`config.mk`:
```
export PLATFORM = sky130hd
export DESIGN_NAME = conv3x3_stream
export DESIGN_NICKNAME = d
export VERILOG_FILES = /design/src/rtl/conv_pkg.sv /design/src/rtl/conv_line_buffer.sv /design/src/rtl/conv3x3_stream.sv
export SDC_FILE = /design/constraint.sdc
export NUM_CORES = 2
export LEC_CHECK = 0
export CAP_MARGIN = 20
export CELL_PAD_IN_SITES_DETAIL_PLACEMENT = 0
export CELL_PAD_IN_SITES_GLOBAL_PLACEMENT = 2
export CORE_ASPECT_RATIO = 1.25
export CORE_MARGIN = 5
export CORE_UTILIZATION = 48
export CTS_CLUSTER_SIZE = 16
export DETAILED_ROUTE_END_ITERATION = 7
export PLACE_DENSITY = 0.86
export SLEW_MARGIN = 10
export SYNTH_ARGS = -nofsm -noshare
export SYNTH_HDL_FRONTEND = slang
export SYNTH_SLANG_ARGS = --single-unit
```
`constraint.sdc`:
```
create_clock -name clk -period 25.9 [get_ports clk]
set_input_delay 3.885 -clock clk [delete_from_list [all_inputs] [get_ports clk]]
set_output_delay 3.885 -clock clk [all_outputs]
set_load 0.005 [all_outputs]
```
`src/rtl/conv_pkg.sv`:
```
// conv_pkg: shared types, constants and width helpers for the 3x3 streaming convolution
package conv_pkg;
  typedef enum logic [1:0] {IDLE, RUN, DRAIN} state_t;
  localparam logic CLAMP_SAT = 1'b0;
  localparam logic CLAMP_PIX = 1'b1;
  localparam int COEF_MAX_W = 16;
  typedef logic signed [COEF_MAX_W-1:0] coef_arr_t [9];
  function automatic int acc_w(input int pix_w, input int coef_w);
    return pix_w + coef_w + 5;
  endfunction
endpackage

```
`src/rtl/conv_line_buffer.sv`:
```
// conv_line_buffer: two-row circular store addressed by column; returns the same column one and two rows back
module conv_line_buffer #(
  parameter int DEPTH = 129,
  parameter int AW = 8,
  parameter int W = 8
) (
  input  logic          clk,
  input  logic          en,
  input  logic [AW-1:0] addr,
  input  logic [W-1:0]  wdata,
  output logic [W-1:0]  row1,
  output logic [W-1:0]  row2
);
  logic [W-1:0] mem1 [DEPTH];
  logic [W-1:0] mem2 [DEPTH];
  assign row1 = mem1[addr];
  assign row2 = mem2[addr];
  always_ff @(posedge clk) begin
    if (en) begin
      mem1[addr] <= wdata;
      mem2[addr] <= mem1[addr];
    end
  end
endmodule

```
`src/rtl/conv3x3_stream.sv`:
```
// conv3x3_stream: streaming zero-padded 3x3 correlation with shift normalisation and saturate/clamp output
module conv3x3_stream
  import conv_pkg::*;
#(
  parameter int IMG_W = 128,
  parameter int IMG_H = 128,
  parameter int PIX_W = 8,
  parameter int COEF_W = 8,
  parameter int OUT_W = 16
) (
  input  logic                  clk,
  input  logic                  rstn,
  input  logic                  start,
  input  logic [9*COEF_W-1:0]   kernel,
  input  logic [3:0]            norm_shift,
  input  logic                  clamp_mode,
  input  logic                  s_valid,
  output logic                  s_ready,
  input  logic [PIX_W-1:0]      s_data,
  output logic                  m_valid,
  input  logic                  m_ready,
  output logic [OUT_W-1:0]      m_data,
  output logic                  m_last,
  output logic                  busy,
  output logic                  done
);
  localparam int ACC_W = acc_w(PIX_W, COEF_W);
  localparam int CW = $clog2(IMG_W + 1);
  localparam int RW = $clog2(IMG_H + 1);
  localparam logic signed [ACC_W-1:0] SMAX = ACC_W'({(OUT_W-1){1'b1}});
  localparam logic signed [ACC_W-1:0] SMIN = ~SMAX;
  localparam logic signed [ACC_W-1:0] PMAX = ACC_W'({PIX_W{1'b1}});
  state_t state, state_nx;
  logic [RW-1:0] r;
  logic [CW-1:0] c;
  coef_arr_t coef;
  logic [3:0] nshift;
  logic cmode, en, real_step, step, last_step, fin, accept;
  logic [PIX_W-1:0] val, lb1, lb2;
  logic [PIX_W-1:0] win [3][3];
  logic [2:0] rok, cok;
  logic v1, last1;
  logic signed [ACC_W-1:0] sum, shifted, res;
  assign en = !(m_valid && !m_ready);
  assign real_step = (r < RW'(IMG_H)) && (c < CW'(IMG_W));
  assign step = state == RUN && en && (!real_step || s_valid);
  assign s_ready = state == RUN && en && real_step;
  assign last_step = r == RW'(IMG_H) && c == CW'(IMG_W);
  assign fin = state == DRAIN && m_valid && m_ready && m_last;
  assign accept = state == IDLE && start && !done;
  assign busy = state != IDLE || done;
  assign val = real_step ? s_data : '0;
  always_comb begin
    state_nx = state;
    if (state == IDLE) state_nx = accept ? RUN : IDLE;
    else if (state == RUN) state_nx = (step && last_step) ? DRAIN : RUN;
    else state_nx = fin ? IDLE : DRAIN;
  end
  always_ff @(posedge clk) begin
    if (!rstn) begin
      state <= IDLE;
      r <= '0;
      c <= '0;
      done <= 1'b0;
      nshift <= '0;
      cmode <= CLAMP_SAT;
      coef <= '{default: '0};
    end else begin
      state <= state_nx;
      done <= fin;
      if (accept) begin
        for (int i = 0; i < 9; i++) coef[i] <= COEF_MAX_W'($signed(kernel[i*COEF_W +: COEF_W]));
        nshift <= norm_shift;
        cmode <= clamp_mode;
        r <= '0;
        c <= '0;
      end else if (step) begin
        c <= (c == CW'(IMG_W)) ? '0 : c + 1'b1;
        r <= (c == CW'(IMG_W)) ? r + 1'b1 : r;
      end
    end
  end
  conv_line_buffer #(.DEPTH(IMG_W + 1), .AW(CW), .W(PIX_W)) u_lb (
    .clk(clk), .en(step), .addr(c), .wdata(val), .row1(lb1), .row2(lb2)
  );
  // window columns are c-2..c and rows r-2..r; the centre is the output pixel
  always_ff @(posedge clk) begin
    if (step) begin
      for (int k = 0; k < 3; k++) begin
        win[k][0] <= win[k][1];
        win[k][1] <= win[k][2];
      end
      win[0][2] <= lb2;
      win[1][2] <= lb1;
      win[2][2] <= val;
    end
  end
  always_ff @(posedge clk) begin
    if (!rstn) begin
      v1 <= 1'b0;
      last1 <= 1'b0;
      rok <= '0;
      cok <= '0;
    end else if (en) begin
      v1 <= step && r != '0 && c != '0;
      last1 <= step && last_step;
      if (step) begin
        rok <= {r < RW'(IMG_H), 1'b1, r >= RW'(2)};
        cok <= {c < CW'(IMG_W), 1'b1, c >= CW'(2)};
      end
    end
  end
  always_comb begin
    sum = '0;
    for (int i = 0; i < 9; i++)
      sum = sum + ACC_W'(coef[i]) * $signed(ACC_W'((rok[i/3] && cok[i%3]) ? win[i/3][i%3] : '0));
    shifted = sum >>> nshift;
    res = cmode == CLAMP_PIX ? (shifted < 0 ? '0 : shifted > PMAX ? PMAX : shifted)
                             : (shifted > SMAX ? SMAX : shifted < SMIN ? SMIN : shifted);
  end
  always_ff @(posedge clk) begin
    if (!rstn) begin
      m_valid <= 1'b0;
      m_data <= '0;
      m_last <= 1'b0;
    end else if (en) begin
      m_valid <= v1;
      m_last <= v1 && last1;
      if (v1) m_data <= OUT_W'(res);
    end
  end
endmodule

```
# Word level (Yosys, flattened, before mapping)

Memories as Yosys holds them, arrays and structs flattened. A register that Yosys moved wholly into a read port is not among the register bits.
Cells that the tools add are included.

Add/subtract/negate cells: 10
$mul: 9
Order comparisons: 8
Equal/unequal tests: 4
Shifts and indexed selects: 1
Multiplexer cells: 27
Bitwise logic cells: 2
Reduce and logical (&&, ||, !) cells: 38

Operator list:

| operator             | count |
|---|---|
| $mul 8x9->17         | 9 |
| $mux 8               | 15 |
| $add 21x17->21       | 4 |
| $mux 16              | 5 |
| $logic_and 1x1->1    | 24 |
| $add 20x17->21       | 1 |
| $gt 21x16->1 const B | 1 |
| $gt 21x9->1 const B  | 1 |
| $lt 21x1->1 const B  | 1 |
| $lt 21x16->1 const B | 1 |
| $sshr 21x4->21       | 1 |
| $add 19x17->20       | 1 |
| $add 18x17->19       | 1 |
| $add 17x17->18       | 1 |
| $add 8x1->8 const B  | 2 |
| $eq 8x8->1 const B   | 2 |
| $ge 8x2->1 const B   | 2 |
| $lt 8x8->1 const B   | 2 |
| $reduce_bool 8->1    | 2 |
| $mux 2               | 4 |
| $reduce_and 2->1     | 3 |
| $logic_not 1->1      | 4 |
| $mux 1               | 3 |
| $eq 2x1->1 const B   | 1 |
| 6 further kinds      | 8 |

Register bits: 122
RAM bits: 2,136
Input port bits: 90
Output and inout port bits: 21
Memories: 3

Memory list:

| name      | depth | bits a word | read ports | clocked after memory_dff | wr ports | line                   | RTL |
|---|---|---|---|---|---|---|---|
| u_lb.mem1 | 129   | 8           | 1          | 1                        | 1        | conv_line_buffer.sv:14 | `logic [W-1:0] mem1 [DEPTH];` |
| u_lb.mem2 | 129   | 8           | 1          | 1                        | 1        | conv_line_buffer.sv:15 | `logic [W-1:0] mem2 [DEPTH];` |
| win       | 3     | 24          | 3          | 0                        | 3        | conv3x3_stream.sv:40   | `logic [PIX_W-1:0] win [3][3];` |

# Longest topological paths before layout

Depth after elaboration: 16
Depth in mapped cells: 39
Depth with buffers taken out: 34

# Modules after synthesis

From an unflattened synthesis, not the netlist that was laid out.

Cell total of the unflattened synthesis: 7,229
Area total of the unflattened synthesis: 110,871.3 um^2

Modules (own cells, without submodules):

| module           | instances | cells an instance | area each (um^2) | seq. area each (um^2) |
|---|---|---|---|---|
| conv_line_buffer | 1         | 4,000             | 80,153.1         | 61,979.4 |
| conv3x3_stream   | 1         | 3,229             | 30,718.2         | 4,584.4 |

# Least setup slack after synthesis

No wires, ideal clock.

Kind: reg2reg
From: register rok[1]
To: register m_data[0]
Library setup time: 0.120 ns
Arrival: 9.643 ns
Data required time: 25.780 ns
Setup slack: 16.137 ns
Cell stages (with the launch flop): 36
Period minus slack after synthesis: 9.763 ns
Path through: dfxtp_1 > and2_1 > clkbuf_1 > clkbuf_1 > nand3_1 > fa_1 > inv_1 > fa_1 > inv_1 > fa_1 > fa_1 > inv_1 > fa_1 > fa_1 > fa_1 > inv_1 > fa_1 > fa_1 > inv_1 > fa_1 > ha_1 > buf_4 > o21a_1 > and2_1 > buf_4 > a41oi_2 > mux2_4 > o21a_1 > or4_4 > a31oi_1 > o2111ai_1 > o41ai_2 > a21oi_1 > nand2b_4 > buf_6 > o31a_1

Longest elaborated chain between the ends: 14
Elaborated cells on any way between the ends: 25
Classes of those cells: add/sub: 6; mul: 3; order compare: 4; shift: 1; mux: 8; reduce/logical: 3

Ends and longest elaborated chain:

| item                                               | line                                         | RTL |
|---|---|---|
| from (decl)                                        | conv3x3_stream.sv:41                         | `logic [2:0] rok, cok;` |
| from (signal assigned)                             | conv3x3_stream.sv:108                        | `rok <= {r < RW'(IMG_H), 1'b1, r >= RW'(2)};` |
| $logic_and 1x1->1                                  | conv3x3_stream.sv:116                        | `sum = sum + ACC_W'(coef[i]) * $signed(ACC_W'((rok[i/3] && cok[i%3]) ? win[i/3][i%3] : '0));` |
| $mux 8                                             | conv3x3_stream.sv:116                        |  |
| $mul 8x9->17                                       | conv3x3_stream.sv:116                        |  |
| $add 19x17->20                                     | conv3x3_stream.sv:116                        |  |
| $add 20x17->21                                     | conv3x3_stream.sv:116                        |  |
| $add 21x17->21 (*) (4 in series)                   | conv3x3_stream.sv:116                        |  |
| $sshr 21x4->21 (*)                                 | conv3x3_stream.sv:117                        | `shifted = sum >>> nshift;` |
| $lt 21x16->1 / $gt 21x9->1 (equally long branches) | conv3x3_stream.sv:119, conv3x3_stream.sv:118 |  |
| $mux 16, on equally long branches (2 in series)    | conv3x3_stream.sv:119, conv3x3_stream.sv:118 |  |
| $mux 16 (*)                                        | conv3x3_stream.sv:118                        | `res = cmode == CLAMP_PIX ? (shifted < 0 ? '0 : shifted > PMAX ? PMAX : shifted)` |
| to (signal assigned)                               | conv3x3_stream.sv:129                        | `if (v1) m_data <= OUT_W'(res);` |
| to (decl)                                          | conv3x3_stream.sv:22                         | `output logic [OUT_W-1:0] m_data,` |

Every way passes the cells marked *; elsewhere a longest branch is shown, timed or not.
A chain may end at the register's enable or synchronous reset.

# Worst setup path in the final report

From: register rok[1]
To: register m_data[8]

The elaborated chain is that of the path after synthesis.

==> flow_metrics.py <==
metrics = {
    "place": {
        "place_area_sq_mm": 0.116,
        "gp_congestion": 0.887,
        "portBuffers": 110,
        "pre_cts_ws_ps": 14450,
        "dp_cells": 9527,
        "dpl.hpwl_microns": 194000,
    },
    "critical_path": {
        "crit_path_start": "rok[1]",
        "regToRegEndpoint": "m_data[8]",
        "endpoint": "m_data[8]",
        "r2r_start": "rok[1]",
        "start_kind": "flip-flop",
        "r2r_setup_slack_ps": 14200,
        "worst-r2r-cell-count": 30,
        "crit_type": "flip-flop to flip-flop",
        "crit_required_ps": 26590,
        "cpPeakStageDelay_ps": 950,
        "crit_path_end_kind": "flip-flop",
        "cp.arrival_ps": 12390,
        "crit_top_cell": "fa_1",
        "slowest_stage": "and2_2",
        "crit_fanout": 64,
    },
    "yosys": {
        "synthXorXnorAreaFrac_pct": 0.231,
        "synthMuxAreaShare_pct": 14.1,
        "synth-simple-area-share_pct": 5.31,
        "synth_top_family_by_area": "multiplexers",
        "synth.avg_cell_area_sq_um": 17.0,
        "yosysWarnings": 0,
        "yosysUniqueCellTypes": 88,
        "async_flop_share_pct": 0,
        "yosysMostFrequentCell": "edfxtp_1",
        "synthCells": 6478,
        "yosys.area_share.adder_pct": 13.8,
        "synthTopCellsByCount": "edfxtp_1, inv_1, mux4_2",
        "synth-edff-count": 2136,
        "ys.flop_type": "edfxtp_1",
        "synthesis.area_sq_mm": 0.110,
        "synth_area_leaders": "edfxtp_1, mux4_2, fa_1",
        "ys_ff_latch": 2265,
        "yosysTopAreaCell": "edfxtp_1",
        "yosysSeqAreaShare_pct": 60.6,
        "synth_compound_area_share_pct": 2.39,
        "syn_nets": 7441,
        "yosysTopAreaCellShare_pct": 58.2,
    },
    "grt": {
        "grt_pass1_vias": 61400,
        "grt_pass1_wl_microns": 427000,
        "track_usage_pct": 24.4,
        "grt_max_degree": 126,
        "grt_antenna_before_repair": 12,
        "gr-total-overflow": 0,
    },
    "route": {
        "drc_errors": 0,
        "wirelength_microns": 291000,
        "firstDrtPassIters": 6,
        "drt_iter0_markers": 6337,
        "post_drt_wl_per_cell_microns": 29.3,
        "avgViaCountPerCell": 5.92,
        "num_vias": 58800,
        "wl_met2_microns": 152000,
        "wl_met3_microns": 19100,
        "top_layer": "met5",
        "wl_met1_microns": 105000,
        "antenna_left": 0,
    },
    "layout": {
        "finalInstanceArea_sq_mm": 0.123,
        "layout-drive-gt1-share_pct": 18.2,
        "final_cell_count_no_fill": 9934,
        "finalNetCount": 7651,
        "areaGrowthSynthToFinish_pct": 11.4,
    },
    "cts": {
        "cts_sinks": 2265,
        "cts_max_level": 4,
        "ctsResizeCount": 0,
        "cts_buffers": 223,
        "tritoncts": "done",
        "worstSkewPairLatency_ps": 910,
        "cts_root_buf": "clkbuf_16",
        "cts_setup_buffers": 0,
        "clk_pin_slew_ps": 60,
        "cts_buffer_depth": 4,
        "ctsHoldBuffers": 0,
    },
    "power": {
        "leakagePower_nw": 43.4,
        "internal_power_mw": 6.29,
        "power_frac_seq_pct": 47.5,
        "power_density_mw_per_mm2": 69.6,
        "swShare_pct": 26.3,
        "combPwrFrac_pct": 15.4,
        "clockPowerShare_pct": 37.1,
        "p_sw_mw": 2.24,
        "ir_drop_mv": 0.0499,
    },
    "timing": {
        "grt_setup_unrepaired": "no",
        "period_needed_ps": 11700,
        "timing.fmax_mhz": 85.5,
        "finalClockSkew_ps": 102,
        "worst_slack_ps": 14200,
        "setup_viol": 0,
        "fin_crit_sh_pct": 45.2,
        "hold_viol": 0,
        "timing.slew.headroom_pct": 26.8,
        "final_max_slew_viol_count": 0,
        "setup_tns_ps": 0,
        "tightest_slew_ps": 1100,
    },
    "die": {
        "rows": 196,
        "die_h_microns": 546,
        "die_w_microns": 438,
        "dieArea_sq_mm": 0.239,
        "start_util_pct": 48.2,
        "ios": 111,
        "core_area_sq_mm": 0.228,
    },
    "status": {
        "run_status": "finished clean",
    },
    "run": {
        "maxCapViolations": 0,
    },
    "min_path": {
        "hp-class": "flip-flop to flip-flop",
    },
}
stage by stage:
step / hold slack (ps) / total power, mW / utilization (%)
floorplan: 419 / 5.06 / -
global placement: 431 / 5.44 / 50.6
detailed placement: 436 / 5.44 / 50.6
CTS: 452 / 8.59 / 53.7
global route: 461 / 8.87 / 53.7
finish: 450 / 8.54 / 53.7
routing by layer:
layer,track usage (%),up-vias
met4,10.8,4
met3,3.26,515
li1,-,24700
met1,30.6,31100
met2,42.6,2489
met5,0,-
registers in the layout, indices dropped and copies added, names as in the netlist, 3 cells and up, named ones only:
| name | count |
|---|---|
| c | 8 |
| coef | 72 |
| m_data | 16 |
| nshift | 4 |
| r | 8 |
| rok | 3 |
| u_lb.mem1 | 1032 |
| u_lb.mem2 | 1032 |
| win | 72 |
how the worst min path moves through the flow:
stage / startpoint / endpoint / slack (ps) / cells past startpoint
global placement: win[0][62] / win[0][70] / 430 / 0
finish: win[0][53] / win[0][61] / 450 / 0
floorplan: win[0][5] / win[0][13] / 420 / 0
CTS: win[0][62] / win[0][70] / 450 / 0
detailed placement: win[0][60] / win[0][68] / 440 / 0
global route: win[0][52] / win[0][60] / 460 / 0
cell type report:
class,instances,area [sq um]
Sequential cell,2265,66700
Timing Repair Buffer,302,2730
Multi-Input combinational cell,3167,39600
Clock inverter,127,1210
Tap cell,3069,3840
Clock buffer,272,5830
Antenna cell,3,7.51
Inverter,729,2740
Fill cell,17700,106000
critical path: cells and delay by family (launching register included):
family	cells	cell delay, ps
AOI/OAI and AO/OA	7	2250
xor gates and xnor gates	1	570
adders and majority gates	11	5460
buffers and inverters	5	760
DFF	1	310
and+or+nand+nor	6	2070
kinds of logic after synthesis:
| logic type | after synthesis |
|---|---|
| buffers and inverters | 1046 |
| adders and majority gates | 873 |
| AOI/OAI and AO/OA | 375 |
| muxes | 703 |
| xor gates and xnor gates | 29 |
| DFF | 2265 |
| and+or+nand+nor | 1187 |
placed cells by master (no fill, tap or decap), types with 20 or more instances in the layout:
cell,n
mux2i_1,23
clkinv_1,46
clkbuf_1,43
nor3_1,20
nand2_1,357
dfxtp_1,123
mux4_2,674
fa_1,573
o21ai_0,48
clkinv_2,42
bufinv_16,20
ha_1,300
nor2_1,190
a21boi_0,96
a21oi_1,70
clkbuf_16,224
and2_1,44
inv_1,728
edfxtp_1,2136
and3_1,313
clkdlybuf4s50_1,109
nand3_1,152
nor2b_1,20
buf_4,180
power by group through the flow:
stage	logic, mW	registers, mW	clock network, mW
floorplan	0.942	4.12	0
global placement	1.31	4.13	0
detailed placement	1.30	4.13	0
CTS	1.31	4.05	3.22
global route	1.43	4.05	3.38
finish	1.31	4.05	3.17
Note: power is estimated with default switching activity, not from simulation.
